**config.mk**
```make
export PLATFORM = sky130hd
export DESIGN_NAME = prog_loader_flat
export DESIGN_NICKNAME = d
export VERILOG_FILES = /design/src/rtl/prog_loader_if.sv /design/src/rtl/prog_loader.sv /design/src/flat_wrapper.sv
export SDC_FILE = /design/constraint.sdc
export NUM_CORES = 1
export LEC_CHECK = 0
export CORE_ASPECT_RATIO = 0.5
export CORE_MARGIN = 2
export CORE_UTILIZATION = 44
export DETAILED_ROUTE_END_ITERATION = 8
export PLACE_DENSITY = 0.8
export SLEW_MARGIN = 20
export SYNTH_ARGS = -nofsm -noshare
export SYNTH_HDL_FRONTEND = slang
export SYNTH_SLANG_ARGS = --single-unit
```
**constraint.sdc**
```tcl
create_clock -name clk -period 2 [get_ports clk]
set_input_delay 0.4 -clock clk [delete_from_list [all_inputs] [get_ports clk]]
set_output_delay 0.4 -clock clk [all_outputs]
set_load 0.05 [all_outputs]
```
**src/rtl/prog_loader_if.sv**
```systemverilog
// Instruction-field channel from the host/bench into the program loader.
// The host (master) presents encoded-field requests; the loader (slave) accepts them.
interface prog_loader_if;
  logic        fld_valid;
  logic        fld_ready;
  logic        fld_last;
  logic [4:0]  oper_type;
  logic [4:0]  rdst;
  logic [4:0]  rsrc1;
  logic        imm_mode;
  logic [4:0]  rsrc2;
  logic [15:0] isrc;

  modport master (
    output fld_valid, fld_last, oper_type, rdst, rsrc1, imm_mode, rsrc2, isrc,
    input  fld_ready
  );

  modport slave (
    input  fld_valid, fld_last, oper_type, rdst, rsrc1, imm_mode, rsrc2, isrc,
    output fld_ready
  );
endinterface

```
**src/rtl/prog_loader.sv**
```systemverilog
// Encodes instruction fields into 32-bit IR words and loads them into instruction memory,
// holding the core in reset and padding unused slots with jump-to-self words.
module prog_loader #(
  parameter int unsigned ADDR_W = 4,
  parameter int unsigned DEPTH  = 16
) (
  input  logic              clk,
  input  logic              sys_rst,
  input  logic              start,
  prog_loader_if.slave      fld,
  output logic              im_we,
  output logic [ADDR_W-1:0] im_addr,
  output logic [31:0]       im_wdata,
  output logic              cpu_hold,
  output logic              busy,
  output logic              done,
  output logic              err,
  output logic [ADDR_W:0]   count
);

  typedef enum logic [2:0] {StIdle, StAccept, StWrite, StPad, StRelease} state_e;

  localparam logic [ADDR_W-1:0] LastAddr = ADDR_W'(DEPTH - 1);
  localparam logic [ADDR_W-1:0] AddrOne  = ADDR_W'(1);
  localparam logic [ADDR_W:0]   CountOne = (ADDR_W + 1)'(1);

  state_e            state_q, state_d;
  logic [ADDR_W-1:0] addr_q, addr_d;
  logic [31:0]       wdata_q, wdata_d;
  logic              last_q, last_d;
  logic              hold_q, hold_d;
  logic              err_q, err_d;
  logic [ADDR_W:0]   count_q, count_d;
  logic [31:0]       enc_word;
  logic [31:0]       pad_word;

  function automatic logic op_legal(input logic [4:0] op);
    return !(op == 5'b01100 || op == 5'b10000 || op >= 5'b11011);
  endfunction

  always_comb begin
    if (fld.imm_mode) begin
      enc_word = {fld.oper_type, fld.rdst, fld.rsrc1, 1'b1, fld.isrc};
    end else begin
      enc_word = {fld.oper_type, fld.rdst, fld.rsrc1, 1'b0, fld.rsrc2, 11'b0};
    end
  end

  // Jump-to-self: the core parks on any slot the program does not use.
  assign pad_word = {5'b10010, 5'b0, 5'b0, 1'b1, 16'(addr_q)};

  always_comb begin
    state_d = state_q;
    addr_d  = addr_q;
    wdata_d = wdata_q;
    last_d  = last_q;
    hold_d  = hold_q;
    err_d   = err_q;
    count_d = count_q;
    case (state_q)
      StIdle: begin
        if (start) begin
          state_d = StAccept;
          hold_d  = 1'b1;
          addr_d  = '0;
          count_d = '0;
          err_d   = 1'b0;
        end
      end
      StAccept: begin
        if (fld.fld_valid) begin
          if (op_legal(fld.oper_type)) begin
            wdata_d = enc_word;
            last_d  = fld.fld_last;
            state_d = StWrite;
          end else begin
            err_d   = 1'b1;
            state_d = StIdle;
          end
        end
      end
      StWrite: begin
        count_d = count_q + CountOne;
        addr_d  = addr_q + AddrOne;
        if (addr_q == LastAddr) begin
          state_d = StRelease;
        end else if (last_q) begin
          state_d = StPad;
        end else begin
          state_d = StAccept;
        end
      end
      StPad: begin
        addr_d = addr_q + AddrOne;
        if (addr_q == LastAddr) begin
          state_d = StRelease;
        end
      end
      StRelease: begin
        state_d = StIdle;
      end
      default: begin
        state_d = StIdle;
      end
    endcase
    // Core is released in the same cycle that done pulses.
    if (state_d == StRelease) begin
      hold_d = 1'b0;
    end
  end

  always_ff @(posedge clk or posedge sys_rst) begin
    if (sys_rst) begin
      state_q <= StIdle;
      addr_q  <= '0;
      wdata_q <= '0;
      last_q  <= 1'b0;
      hold_q  <= 1'b1;
      err_q   <= 1'b0;
      count_q <= '0;
    end else begin
      state_q <= state_d;
      addr_q  <= addr_d;
      wdata_q <= wdata_d;
      last_q  <= last_d;
      hold_q  <= hold_d;
      err_q   <= err_d;
      count_q <= count_d;
    end
  end

  assign fld.fld_ready = (state_q == StAccept);
  assign im_we         = (state_q == StWrite) || (state_q == StPad);
  assign im_addr       = addr_q;
  assign im_wdata      = (state_q == StPad) ? pad_word : wdata_q;
  assign cpu_hold      = hold_q;
  assign busy          = (state_q == StAccept) || (state_q == StWrite) || (state_q == StPad);
  assign done          = (state_q == StRelease);
  assign err           = err_q;
  assign count         = count_q;

endmodule

```
**src/flat_wrapper.sv**
```systemverilog
// flat-port wrapper written by rule: the top's interface ports become plain ports
module prog_loader_flat 
#(
  parameter int unsigned ADDR_W = 4,
  parameter int unsigned DEPTH  = 16
)
  (clk, sys_rst, start, im_we, im_addr, im_wdata, cpu_hold, busy, done, err, count, fld_fld_valid, fld_fld_last, fld_oper_type, fld_rdst, fld_rsrc1, fld_imm_mode, fld_rsrc2, fld_isrc, fld_fld_ready);
  prog_loader_if fld_i ();
  input  logic clk;
  input  logic sys_rst;
  input  logic start;
  output logic im_we;
  output logic [ADDR_W-1:0] im_addr;
  output logic [31:0] im_wdata;
  output logic cpu_hold;
  output logic busy;
  output logic done;
  output logic err;
  output logic [ADDR_W:0] count;
  input wire logic [$bits(fld_i.fld_valid)-1:0] fld_fld_valid;
  input wire logic [$bits(fld_i.fld_last)-1:0] fld_fld_last;
  input wire logic [$bits(fld_i.oper_type)-1:0] fld_oper_type;
  input wire logic [$bits(fld_i.rdst)-1:0] fld_rdst;
  input wire logic [$bits(fld_i.rsrc1)-1:0] fld_rsrc1;
  input wire logic [$bits(fld_i.imm_mode)-1:0] fld_imm_mode;
  input wire logic [$bits(fld_i.rsrc2)-1:0] fld_rsrc2;
  input wire logic [$bits(fld_i.isrc)-1:0] fld_isrc;
  output wire logic [$bits(fld_i.fld_ready)-1:0] fld_fld_ready;
  assign fld_i.fld_valid = fld_fld_valid;
  assign fld_i.fld_last = fld_fld_last;
  assign fld_i.oper_type = fld_oper_type;
  assign fld_i.rdst = fld_rdst;
  assign fld_i.rsrc1 = fld_rsrc1;
  assign fld_i.imm_mode = fld_imm_mode;
  assign fld_i.rsrc2 = fld_rsrc2;
  assign fld_i.isrc = fld_isrc;
  assign fld_fld_ready = fld_i.fld_ready;
  prog_loader #(.ADDR_W(ADDR_W), .DEPTH(DEPTH)) u_core (.clk(clk), .sys_rst(sys_rst), .start(start), .fld(fld_i), .im_we(im_we), .im_addr(im_addr), .im_wdata(im_wdata), .cpu_hold(cpu_hold), .busy(busy), .done(done), .err(err), .count(count));
endmodule
```
==> results.txt <==
----------------------------------------------------
[Status]
  Run status ... finished, final reports clean

[Die]
  Core region area ... 5090 um^2
  I/O pin count ... 89
  Die W ... around 110 um
  Die Area ... 6100 um^2
  Starting density of the core ... 47.1%
  Die Ht ... ~56 um
  # rows ... 18

[Setup path]
  Delay-heaviest family, CP ... buffers and inverters
  Setup crit start ... u_core.state_q[2]
  Worst stage delay on the critical path ... around 0.4 ns
  Critical Setup Path Class ... reg -> out
  Crit. path cell count ... 5
  Worst path slowest cell ... sky130_fd_sc_hd__dfrtp_2
  Logic depth of the worst register-to-register path ... 6
  Required time of the critical path ... 1.60 ns
  Crit-path most repeated cell ... sky130_fd_sc_hd__buf_4
  Number of buffer and inverter stages on the critical path ... 3
  Largest fanout of any net on the critical path ... 15
  FF-to-FF Start ... u_core.state_q[2]
  Data arrival time of the critical path ... 1.56 ns
  Kind of launch point of the worst setup path ... flop
  Ordered list of cells on the worst path ... nand3b_1 > buf_4 > buf_4 > and2_1 > buf_6
  Sort of element at the end of the critical path ... primary output

[Timing]
  Unrepaired setup endpoints after global routing ... true
  Peak Freq ... 510 MHz
  Final-report hold violation count ... 0
  Worst-margin pin slew ... 0.517 ns
  Worst slew margin ... 65.1%
  Final worst path period need ... 1.96 ns
  Number of pins with negative max-slew slack in the final report ... 0
  Setup violators final ... 0
  Worst Slack Setup Final ... 0.0398 ns
  Setup skew after layout ... 0.00933 ns
  Share of the clock period used by the worst path after layout ... 98.0%

[Yosys]
  Total standard cell area after synthesis ... 2400 um^2
  Syn Inst Count ... ~220
  Total number of yosys warnings ... 0
  Share of synthesized flip-flops with an asynchronous set or reset ... 100%
  Top_reg_cell synth ... sky130_fd_sc_hd__dfrtp_1
  Cell taking the most area after synthesis ... sky130_fd_sc_hd__dfrtp_1
  Synth top area cells ... sky130_fd_sc_hd__dfrtp_1 (48%), sky130_fd_sc_hd__mux2_4 (13%), sky130_fd_sc_hd__and2_1 (7.0%)
  Total nets after synthesis ... 260
  EDFF count, synth ... 0
  Sequential fraction of the synthesis area ... 49.1%
  Flops & latches, synth ... 47
  Post-synthesis average cell area ... 11.1 um^2
  Share of the synthesized area in the top cell type ... 48.0%
  Distinct cell type count after synthesis ... 31

[Pwr]
  Max VDD drop ... 0.00114 V
  Pwr per Cell Area ... about 1800 nW/um^2
  P_leak ... 0.00164 uW

[Cells and area]
  Area delta synth->final ... 53.2%
  Nets ... around 360
  Antenna diodes ... 0
  Share of cells above drive strength 1 ... 33.2%
  Most common cell after layout, fill and taps aside ... sky130_fd_sc_hd__clkdlybuf4s50_1
  Core utilization of the finished layout ... 72.2%
  Highest-count cells in the layout ignoring fill and taps ... sky130_fd_sc_hd__clkdlybuf4s50_1 (47), sky130_fd_sc_hd__dfrtp_1 (43), sky130_fd_sc_hd__and2_1 (26)

[Detailed routing]
  Wire per inst ... ~16 um
  Overall via count from detail_route ... approximately 2000
  Routed wire length ... 6050 um
  Final antenna-violating net count ... 0
  Post-route DRC violation count ... 0
  First-pass iteration count of the detailed router ... 4
  Vias/cell ... 5.12
  Initial DRC Count ... 90

[GRT]
  GR Layer Usage met1 ... 25.1%
  Antenna violations before repair ... 0
  Maximum number of pins on one net before global-route repair ... 48
  Met2 Resource Use GR ... 35.2%
  Remaining global-route overflow ... 0
  First-pass GRT wire length ... around 9500 um
  Met3 track utilization from global routing ... between 3 and 4%
  All-layer global routing usage ... about a fifth
  Number of global-route vias before repair ... 1988
  Layer with the highest usage after global routing ... met2

[Clock network]
  Hold-fix buffers, CTS ... 0
  Clock network latency to the later pin of the worst-skew pair ... 0.30 ns
  CTS buffer count ... 5
  CTS root buf ... sky130_fd_sc_hd__clkbuf_8
  Clock tree sinks ... 47
  CTS H-tree lvls ... 2
  Clock slew at reported path FFs ... 0.09 ns
  TritonCTS clock tree ... done
  Clock Path Buffers ... 2

[Placed design]
  HPWL after DPL ... ~4300 um
  RePlAce Congestion ... 0.791
  Post-place setup slack ... -0.194 ns
  IO buf count ... 88

[Worst hold path]
  Type of the most critical hold path ... in -> async

[Job]
  Number of violations of the max-capacitance limit ... 0

----------------------------------------------------
[what timing repair did]
| action | CTS | global route |
|---|---|---|
| setup buffers | 3 | 1 |
| resized for setup | 2 | 24 |
| pin swaps | 1 | 0 |
| endpoints found under the setup margin | 32 | 26 |
[path summary, 6_finish.rpt]
check,endpoint,slack [ns]
worst max-delay path,im_wdata[30],0.04
max in group asynchronous,u_core.cpu_hold,1.29
worst min register to register,u_core.count[4],0.49
min in group clk,u_core.count[4],0.49
worst min-delay path,u_core.wdata_q[4],0.45
worst max register to register,u_core.wdata_q[22],0.15
[tightest hold or removal path, stage by stage]
cell and delay, ns:
sky130_fd_sc_hd__clkdlybuf4s50_1 0.41, sky130_fd_sc_hd__inv_2 0.07, sky130_fd_sc_hd__buf_12 0.24
[routing by layer]
layer  vias up  wire, um  part of all wire (%)
li1        955         -                     -
met1       989      2650                    44
met2        42      3130                    52
met3         7       210                   3.5
met4         0        67                   1.1
met5         -         0                     0
[through the flow]
step                      std cells  area, um^2  TNS (ns)  power (uW)  hold slack, ns
after floorplan                 216        2410     -1.39        4400           0.457
after global placement          377        3470     -3.79        5790           0.478
after detailed placement        377        3470     -4.85        5890           0.483
after CTS                       388        3580         0        6490           0.452
after global routing            389        3680   -0.0342        7010           0.485
final                           389        3680         0        6710           0.447
[flip-flops by register name, summed over array words and instances, names as in the netlist]
| register | count |
|---|---|
| u_core.count | 5 |
| u_core.cpu_hold | 1 |
| u_core.err | 1 |
| u_core.im_addr | 4 |
| u_core.last_q | 1 |
| u_core.state_q | 3 |
| u_core.wdata_q | 32 |
[layout make-up]
cell class	instances	area (um^2)
Clock buffer	8	80.1
Sequential cell	47	1180
Fill cell	343	1410
Multi-Input combinational cell	155	1160
Tap cell	70	87.6
Timing Repair Buffer	107	1160
Inverter	2	7.51
[Yosys cell counts (3+ instances only)]
master	count
sky130_fd_sc_hd__mux2_4	20
sky130_fd_sc_hd__and2_1	27
sky130_fd_sc_hd__nand2_1	21
sky130_fd_sc_hd__nand2b_1	5
sky130_fd_sc_hd__mux2_2	10
sky130_fd_sc_hd__nand3_1	6
sky130_fd_sc_hd__a22o_1	3
sky130_fd_sc_hd__nor2_1	11
sky130_fd_sc_hd__o21ai_0	21
sky130_fd_sc_hd__dfrtp_1	46
sky130_fd_sc_hd__clkbuf_1	9
sky130_fd_sc_hd__o31ai_1	11
[cells by family after synthesis]
logic type                 after synthesis  synth area share, %
and+or+nand+nor                         81                 18.1
muxes                                   30                 17.2
DFF                                     47                 49.1
buffers and inverters                   14                 2.87
xor gates and xnor gates                 1                0.365
adders and majority gates                2                 1.04
AOI/OAI and AO/OA                       41                 11.4
[power by group]
group,switching [uW],total [uW],internal (uW),leakage [uW]
Combinational,2590,4510,1930,0.00102
Clock,306,555,249,0.0000395
Sequential,291,1640,1350,0.000582
Total,3180,6710,3520,0.00164
(Power assumes the default switching activity.)
